==> src/rtl/lsu_pkg.sv <==
// ============================================================================
// Module      : lsu_pkg
// Description : Shared opcode/funct3 constants, FSM state and fault-cause types
// Revision    : 1.0 - initial release
// ============================================================================
`default_nettype none

package lsu_pkg;

    localparam logic [6:0] OPC_LUI   = 7'b0110111;
    localparam logic [6:0] OPC_OP    = 7'b0110011;
    localparam logic [6:0] OPC_OPIMM = 7'b0010011;
    localparam logic [6:0] OPC_LOAD  = 7'b0000011;
    localparam logic [6:0] OPC_STORE = 7'b0100011;

    localparam logic [2:0] F3_B  = 3'b000;
    localparam logic [2:0] F3_H  = 3'b001;
    localparam logic [2:0] F3_W  = 3'b010;
    localparam logic [2:0] F3_D  = 3'b011;
    localparam logic [2:0] F3_BU = 3'b100;
    localparam logic [2:0] F3_HU = 3'b101;
    localparam logic [2:0] F3_WU = 3'b110;

    typedef enum logic [1:0] {
        ST_IDLE = 2'd0,
        ST_REQ  = 2'd1,
        ST_WAIT = 2'd2,
        ST_DONE = 2'd3
    } lsu_state_t;

    typedef enum logic [1:0] {
        FC_MISALIGN = 2'd0,
        FC_ILLEGAL  = 2'd1,
        FC_TIMEOUT  = 2'd2
    } fault_cause_t;

    // Access size in bytes; funct3[1:0] encodes log2 of the size.
    function automatic logic [3:0] size_from_funct3(input logic [2:0] f3);
        return 4'd1 << f3[1:0];
    endfunction

endpackage

`default_nettype wire

==> src/rtl/lsu_load_align.sv <==
// ============================================================================
// Module      : lsu_load_align
// Description : Extracts the addressed bytes of a read word and extends them
// Revision    : 1.0 - initial release
// ============================================================================
`default_nettype none

module lsu_load_align
    import lsu_pkg::*;
#(
    parameter int XLEN = 32,
    parameter int OFFW = $clog2(XLEN/8)
) (
    input  logic [XLEN-1:0] rdata_i,
    input  logic [OFFW-1:0] off_i,
    input  logic [2:0]      funct3_i,
    output logic [XLEN-1:0] wb_o
);

    logic [XLEN-1:0] w_shifted;

    assign w_shifted = rdata_i >> {off_i, 3'b000};

    always_comb begin
        wb_o = w_shifted;
        case (funct3_i)
            F3_B:    wb_o = XLEN'($signed(w_shifted[7:0]));
            F3_H:    wb_o = XLEN'($signed(w_shifted[15:0]));
            F3_W:    wb_o = XLEN'($signed(w_shifted[31:0]));
            F3_BU:   wb_o = XLEN'(w_shifted[7:0]);
            F3_HU:   wb_o = XLEN'(w_shifted[15:0]);
            F3_WU:   wb_o = XLEN'(w_shifted[31:0]);
            default: wb_o = w_shifted;
        endcase
    end

endmodule

`default_nettype wire

==> src/rtl/load_store_unit.sv <==
// ============================================================================
// Module      : load_store_unit
// Description : Multi-cycle load/store + writeback select with fault reporting
// Revision    : 1.0 - initial release
// ============================================================================
`default_nettype none

module load_store_unit
    import lsu_pkg::*;
#(
    parameter int          XLEN    = 32,
    parameter int unsigned TIMEOUT = 0
) (
    input  logic                clk,
    input  logic                rst,
    input  logic                valid_in,
    input  logic [31:0]         inst,
    input  logic [XLEN-1:0]     aluin,
    input  logic [XLEN-1:0]     rs2_data,
    output logic                busy,
    output logic                mem_req,
    output logic                mem_we,
    output logic [XLEN-1:0]     mem_addr,
    output logic [XLEN/8-1:0]   mem_be,
    output logic [XLEN-1:0]     mem_wdata,
    input  logic                mem_ready,
    input  logic                mem_rvalid,
    input  logic [XLEN-1:0]     mem_rdata,
    output logic                done,
    output logic                werf,
    output logic [XLEN-1:0]     wb_data,
    output logic                fault,
    output logic [1:0]          fault_cause
);

    localparam int          c_NBYTES = XLEN/8;
    localparam int          c_OFFW   = $clog2(c_NBYTES);
    localparam logic [31:0] c_TLIM   = (TIMEOUT == 0) ? 32'd0 : 32'(TIMEOUT - 1);

    lsu_state_t          state_q, state_d;
    fault_cause_t        cause_q, cause_d;
    logic [31:0]         tcnt_q, tcnt_d;
    logic [XLEN-1:0]     addr_q, addr_d, wdata_q, wdata_d, wb_q, wb_d;
    logic [c_NBYTES-1:0] be_q, be_d;
    logic [c_OFFW-1:0]   off_q, off_d;
    logic [2:0]          f3_q, f3_d;
    logic                we_q, we_d, werf_q, werf_d, fault_q, fault_d;
    logic                done_q, req_q, busy_q;

    logic [6:0]          w_opc;
    logic [2:0]          w_f3;
    logic [3:0]          w_size;
    logic [2:0]          w_mask;
    logic [c_OFFW-1:0]   w_off;
    logic                w_illegal, w_misaligned, w_tmo;
    logic [c_NBYTES-1:0] w_be;
    logic [XLEN-1:0]     w_wdata, w_load_wb;
    logic                w_unused;

    assign w_opc        = inst[6:0];
    assign w_f3         = inst[14:12];
    assign w_size       = size_from_funct3(w_f3);
    assign w_mask       = w_size[2:0] - 3'd1;
    assign w_off        = aluin[c_OFFW-1:0];
    assign w_misaligned = (aluin[2:0] & w_mask) != 3'd0;
    assign w_tmo        = (TIMEOUT != 0) && (tcnt_q == c_TLIM);
    assign w_unused     = ^inst[11:7];

    always_comb begin
        w_illegal = 1'b0;
        if (w_opc == OPC_LOAD) begin
            case (w_f3)
                F3_B, F3_H, F3_W, F3_BU, F3_HU: w_illegal = 1'b0;
                F3_D, F3_WU:                    w_illegal = (XLEN != 64);
                default:                        w_illegal = 1'b1;
            endcase
        end else if (w_opc == OPC_STORE) begin
            case (w_f3)
                F3_B, F3_H, F3_W: w_illegal = 1'b0;
                F3_D:             w_illegal = (XLEN != 64);
                default:          w_illegal = 1'b1;
            endcase
        end
    end

    // Store data repeats its low S bytes so every lane sees the right byte.
    always_comb begin
        w_be    = '0;
        w_wdata = '0;
        for (int i = 0; i < c_NBYTES; i++) begin
            w_be[i]          = (i >= int'(w_off)) && (i < int'(w_off) + int'(w_size));
            w_wdata[8*i +: 8] = rs2_data[8*(i & int'(w_mask)) +: 8];
        end
    end

    lsu_load_align #(.XLEN(XLEN), .OFFW(c_OFFW)) u_align (
        .rdata_i  (mem_rdata),
        .off_i    (off_q),
        .funct3_i (f3_q),
        .wb_o     (w_load_wb)
    );

    always_comb begin
        state_d = state_q;
        tcnt_d  = tcnt_q;
        werf_d  = 1'b0;
        fault_d = 1'b0;
        cause_d = cause_q;
        wb_d    = wb_q;
        addr_d  = addr_q;
        be_d    = be_q;
        wdata_d = wdata_q;
        we_d    = we_q;
        f3_d    = f3_q;
        off_d   = off_q;
        case (state_q)
            ST_IDLE: begin
                if (valid_in) begin
                    state_d = ST_DONE;
                    case (w_opc)
                        OPC_LUI: begin
                            werf_d = 1'b1;
                            wb_d   = XLEN'($signed({inst[31:12], 12'b0}));
                        end
                        OPC_OP, OPC_OPIMM: begin
                            werf_d = 1'b1;
                            wb_d   = aluin;
                        end
                        OPC_LOAD, OPC_STORE: begin
                            if (w_illegal) begin
                                fault_d = 1'b1;
                                cause_d = FC_ILLEGAL;
                            end else if (w_misaligned) begin
                                fault_d = 1'b1;
                                cause_d = FC_MISALIGN;
                            end else begin
                                state_d = ST_REQ;
                                tcnt_d  = '0;
                                addr_d  = {aluin[XLEN-1:c_OFFW], {c_OFFW{1'b0}}};
                                be_d    = w_be;
                                wdata_d = w_wdata;
                                we_d    = (w_opc == OPC_STORE);
                                f3_d    = w_f3;
                                off_d   = w_off;
                            end
                        end
                        default: ;
                    endcase
                end
            end
            ST_REQ: begin
                if (mem_ready) begin
                    if (we_q) begin
                        state_d = ST_DONE;
                    end else if (mem_rvalid) begin
                        state_d = ST_DONE;
                        werf_d  = 1'b1;
                        wb_d    = w_load_wb;
                    end else begin
                        state_d = ST_WAIT;
                        tcnt_d  = '0;
                    end
                end else if (w_tmo) begin
                    state_d = ST_DONE;
                    fault_d = 1'b1;
                    cause_d = FC_TIMEOUT;
                end else begin
                    tcnt_d = tcnt_q + 32'd1;
                end
            end
            ST_WAIT: begin
                if (mem_rvalid) begin
                    state_d = ST_DONE;
                    werf_d  = 1'b1;
                    wb_d    = w_load_wb;
                end else if (w_tmo) begin
                    state_d = ST_DONE;
                    fault_d = 1'b1;
                    cause_d = FC_TIMEOUT;
                end else begin
                    tcnt_d = tcnt_q + 32'd1;
                end
            end
            ST_DONE: state_d = ST_IDLE;
            default: state_d = ST_IDLE;
        endcase
    end

    always_ff @(posedge clk) begin
        if (rst) begin
            state_q <= ST_IDLE;
            cause_q <= FC_MISALIGN;
            tcnt_q  <= '0;
            addr_q  <= '0;
            wdata_q <= '0;
            wb_q    <= '0;
            be_q    <= '0;
            off_q   <= '0;
            f3_q    <= '0;
            we_q    <= 1'b0;
            werf_q  <= 1'b0;
            fault_q <= 1'b0;
            done_q  <= 1'b0;
            req_q   <= 1'b0;
            busy_q  <= 1'b0;
        end else begin
            state_q <= state_d;
            cause_q <= cause_d;
            tcnt_q  <= tcnt_d;
            addr_q  <= addr_d;
            wdata_q <= wdata_d;
            wb_q    <= wb_d;
            be_q    <= be_d;
            off_q   <= off_d;
            f3_q    <= f3_d;
            we_q    <= we_d;
            werf_q  <= werf_d;
            fault_q <= fault_d;
            done_q  <= (state_d == ST_DONE);
            req_q   <= (state_d == ST_REQ);
            busy_q  <= (state_d != ST_IDLE);
        end
    end

    assign busy        = busy_q;
    assign mem_req     = req_q;
    assign mem_we      = we_q;
    assign mem_addr    = addr_q;
    assign mem_be      = be_q;
    assign mem_wdata   = wdata_q;
    assign done        = done_q;
    assign werf        = werf_q;
    assign wb_data     = wb_q;
    assign fault       = fault_q;
    assign fault_cause = cause_q;

endmodule

`default_nettype wire

==> config.mk <==
export PLATFORM = sky130hd
export DESIGN_NAME = load_store_unit
export DESIGN_NICKNAME = d
export VERILOG_FILES = /design/src/rtl/lsu_pkg.sv /design/src/rtl/lsu_load_align.sv /design/src/rtl/load_store_unit.sv
export SDC_FILE = /design/constraint.sdc
export NUM_CORES = 1
export LEC_CHECK = 0
export ABC_AREA = 1
export CORE_MARGIN = 2
export CORE_UTILIZATION = 46
export DETAILED_ROUTE_END_ITERATION = 7
export PLACE_DENSITY = 0.82
export SYNTH_ARGS = -nofsm -noshare
export SYNTH_HDL_FRONTEND = slang
export SYNTH_HIERARCHICAL = 1
export SYNTH_SLANG_ARGS = --single-unit
export TNS_END_PERCENT = 10
==> constraint.sdc <==
create_clock -name clk -period 2.9 [get_ports clk]
set_input_delay 0.58 -clock clk [delete_from_list [all_inputs] [get_ports clk]]
set_output_delay 0.58 -clock clk [all_outputs]
set_load 0.01 [all_outputs]
==> results.sh <==
export IMPL_path_class="input port to register"
export IMPL_grt_max_degree=77
export IMPL_rsz0062_at_grt="no"
export IMPL_clockRootBuffer="clkbuf_16"
export IMPL_hp_start="mem_addr[24]"
export IMPL_gp_congestion=0.9369
export IMPL_core_area_sq_um=13990
export IMPL_ctsHoldBuffers=0
export IMPL_cp_required_ns=3.15
export IMPL_hold_path_class="register to register"
export IMPL_track_usage_pct=27.14
export IMPL_ff2ff_setup_slack_ns=0.85
export IMPL_vdd_ir_drop_max_uv=476.5
export IMPL_cts_tree="yes"
export IMPL_synth_avg_cell_area_sq_um=5.994
export IMPL_vias=7251
export IMPL_hpwl_mm=15.67
export IMPL_hold_viol_final=0
export IMPL_cp_max_fo=40
export IMPL_holdPathEnd="mem_addr[24]"
export IMPL_grt_antenna_before_repair=0
export IMPL_clk_pin_slew_ns=0.07
export IMPL_synth_seq_cells=112
export IMPL_clock_sinks=112
export IMPL_ant_nets=0
export IMPL_netlist_instances=1111
export IMPL_r2r_start="state_q[1]"
export IMPL_syn_area_sq_um=6659
export IMPL_ctsLongestPathBuffers=2
export IMPL_drt_total_wl_mm=21.10
export IMPL_cts_resized=0
export IMPL_tns_ns=0
export IMPL_area_growth_synth_to_final_pct=41.02
export IMPL_multi_input_area_sq_um=3577
export IMPL_routed_via_density=4.844
export IMPL_r2r_cells=11
export IMPL_drt_first_pass_iters=5
export IMPL_fp_row_count=43
export IMPL_seq_area_frac_synth_pct=33.67
export IMPL_clk_latency_ns=0.35
export IMPL_slew_viol_final=0
export IMPL_finalCriticalPeriod_ns=2.414
export IMPL_drc_errors=0
export IMPL_gr_total_overflow=0
export IMPL_arrival_ns=2.66
export IMPL_numPortBuffers=232
export IMPL_start_util_pct=47.60
export IMPL_end_kind="register"
export IMPL_drt_iter0_drc=490
export IMPL_die_h_um=124.3
export IMPL_ys_types=40
export IMPL_htreeDepth=3
export IMPL_layout_drive_gt1_share_pct=5.315
export IMPL_maxClockFrequency_mhz=414.3
export IMPL_yosys_warnings=6
export IMPL_skew_ns=0.007172
export IMPL_pin_count=241
export IMPL_finalPower_mw=5.877
export IMPL_die_area_sq_um=15450
export IMPL_die_width_um=124.3
export IMPL_fillers=1301
export IMPL_wire_per_inst_um=14.09
export IMPL_insertedDiodeCount=0
export IMPL_min_period_over_period_pct=83.23
export IMPL_seq_area_sq_um=2242
export IMPL_cts_setup_buffers=0
export IMPL_status="finished, final reports clean"
export IMPL_reg2reg_to="wb_data[21]"
export IMPL_hold_depth=2
export IMPL_nets=1454
export IMPL_maxCapViolations=0
export IMPL_first_global_vias=6809
export IMPL_grt_first_pass_wirelength_mm=34.10
export IMPL_numCtsBuffers=9
export IMPL_startpoint_type="input port"
export IMPL_power_density_nw_per_um2=625.8
export IMPL_dp_cells=1481
export IMPL_setup_violations=0
export IMPL_p_leak_nw=4.456
export IMPL_final_cell_count_no_fill=1497
sequential cells by signal, indices dropped and copies added (netlist names):
register / flops
mem_wdata: 32
wb_data: 32
mem_addr: 30
mem_be: 4
f3_q: 3
off_q: 2
state_q: 2
busy: 1
done: 1
fault: 1
fault_cause: 1
mem_req: 1
mem_we: 1
werf: 1
where the power goes:
| part | leakage (nW) | switching (mW) | internal (mW) |
|---|---|---|---|
| Combinational | 3.39 | 1.51 | 1.09 |
| Sequential | 0.909 | 0.124 | 1.79 |
| Clock | 0.153 | 0.594 | 0.763 |
worst max-delay path, cell delays in order:
cell             delay [ns]
clkdlybuf4s50_1        0.45
nor2_1                 0.18
inv_2                  0.06
ha_1                   0.17
inv_1                  0.05
nand2_1                0.05
a21oi_2                0.16
inv_2                  0.05
nor2_2                 0.19
nand2_4                0.17
buf_4                  0.29
o21ai_0                0.20
nor2_1                 0.05
worst max-delay path by stage:
stage	startpoint	endpoint	slack (ns)
after detailed placement	inst[13]	mem_wdata[1]	0.14
after CTS	inst[13]	mem_wdata[1]	0.49
after floorplan	inst[12]	mem_wdata[19]	0.70
after global placement	inst[13]	mem_wdata[31]	0.17
after global routing	inst[13]	mem_addr[29]	0.31
final	inst[13]	mem_wdata[1]	0.49
layer usage:
layer	track usage (%)	share of wire, %
met5	0	0
met4	9.385	2.9
met3	7.259	7.6
met2	47.12	48
met1	32.31	42
cell usage after synthesis:
cell | instances | share of area, %
nor3_4 | 1 | 0.24
inv_4 | 1 | 0.094
ha_1 | 8 | 1.5
buf_1 | 4 | 0.23
a21oi_2 | 2 | 0.26
clkbuf_2 | 2 | 0.15
fa_1 | 1 | 0.30
nand2_1 | 334 | 19
o221ai_1 | 1 | 0.13
clkbuf_1 | 20 | 1.1
clkinv_1 | 1 | 0.056
a211oi_1 | 1 | 0.11
nor2_1 | 270 | 15
nand3_4 | 2 | 0.53
nand4_1 | 1 | 0.094
nand3_1 | 56 | 4.2
o211ai_1 | 14 | 1.6
nor2_4 | 2 | 0.34
nor3_1 | 1 | 0.075
o21ai_1 | 15 | 1.1
inv_1 | 119 | 6.7
o21ai_0 | 57 | 4.3
a22oi_1 | 7 | 0.79
o21bai_1 | 1 | 0.11
buf_8 | 2 | 0.45
a21oi_1 | 11 | 0.83
and2_1 | 1 | 0.094
inv_2 | 5 | 0.28
nor2_2 | 2 | 0.19
nand2_4 | 1 | 0.17
nor3b_2 | 1 | 0.19
buf_6 | 6 | 1.0
buf_2 | 24 | 1.8
inv_6 | 1 | 0.13
nand2_2 | 2 | 0.19
a31oi_1 | 1 | 0.094
conb_1 | 1 | 0.056
dfxtp_1 | 112 | 34
buf_4 | 7 | 0.79
nand3_2 | 13 | 2.0
through the flow:
stage | cell area [sq um] | setup WS (ns) | hold WS (ns) | util [%]
floorplan | 6666 | 0.7048 | 0.4769 | -
global placement | 9071 | 0.1745 | 0.4611 | 64.85
detailed placement | 9071 | 0.1371 | 0.4704 | 64.85
CTS | 9390 | 0.4947 | 0.4872 | 67.13
global route | 9390 | 0.3124 | 0.5101 | 67.13
finish | 9390 | 0.4863 | 0.4831 | 67.13
cell families after synthesis:
logic type | count (synthesis) | share of synthesized area, %
simple gates | 687 | 42.31
buf+inv | 192 | 12.83
flops | 112 | 33.67
compound gates | 110 | 9.320
fa+ha+maj | 9 | 1.804
other cells | 1 | 0.05632
placed cells by master (no fill, tap or decap), types with 2 or more instances in the layout:
cell type	count
a21oi_1	11
a22oi_1	7
buf_12	5
buf_4	16
bufinv_16	2
clkbuf_16	9
clkdlybuf4s50_1	232
conb_1	3
dfxtp_1	112
ha_1	8
inv_1	118
inv_2	6
inv_6	3
nand2_1	334
nand2_2	2
nand3_1	56
nand3_2	13
nand3_4	2
nor2_1	270
nor2_2	2
nor2_4	2
o211ai_1	14
o21ai_0	57
o21ai_1	15
area by class of cell:
cell class / instances / share of cell area, %
inverters: 127 / 5.157
multi-input cells: 809 / 38.09
repair buffers: 253 / 27.08
well taps: 180 / 2.398
clock buffers: 10 / 2.438
clock inverters: 6 / 0.9594
flip-flops and latches: 112 / 23.88
Power figures use the tool's default switching activity.
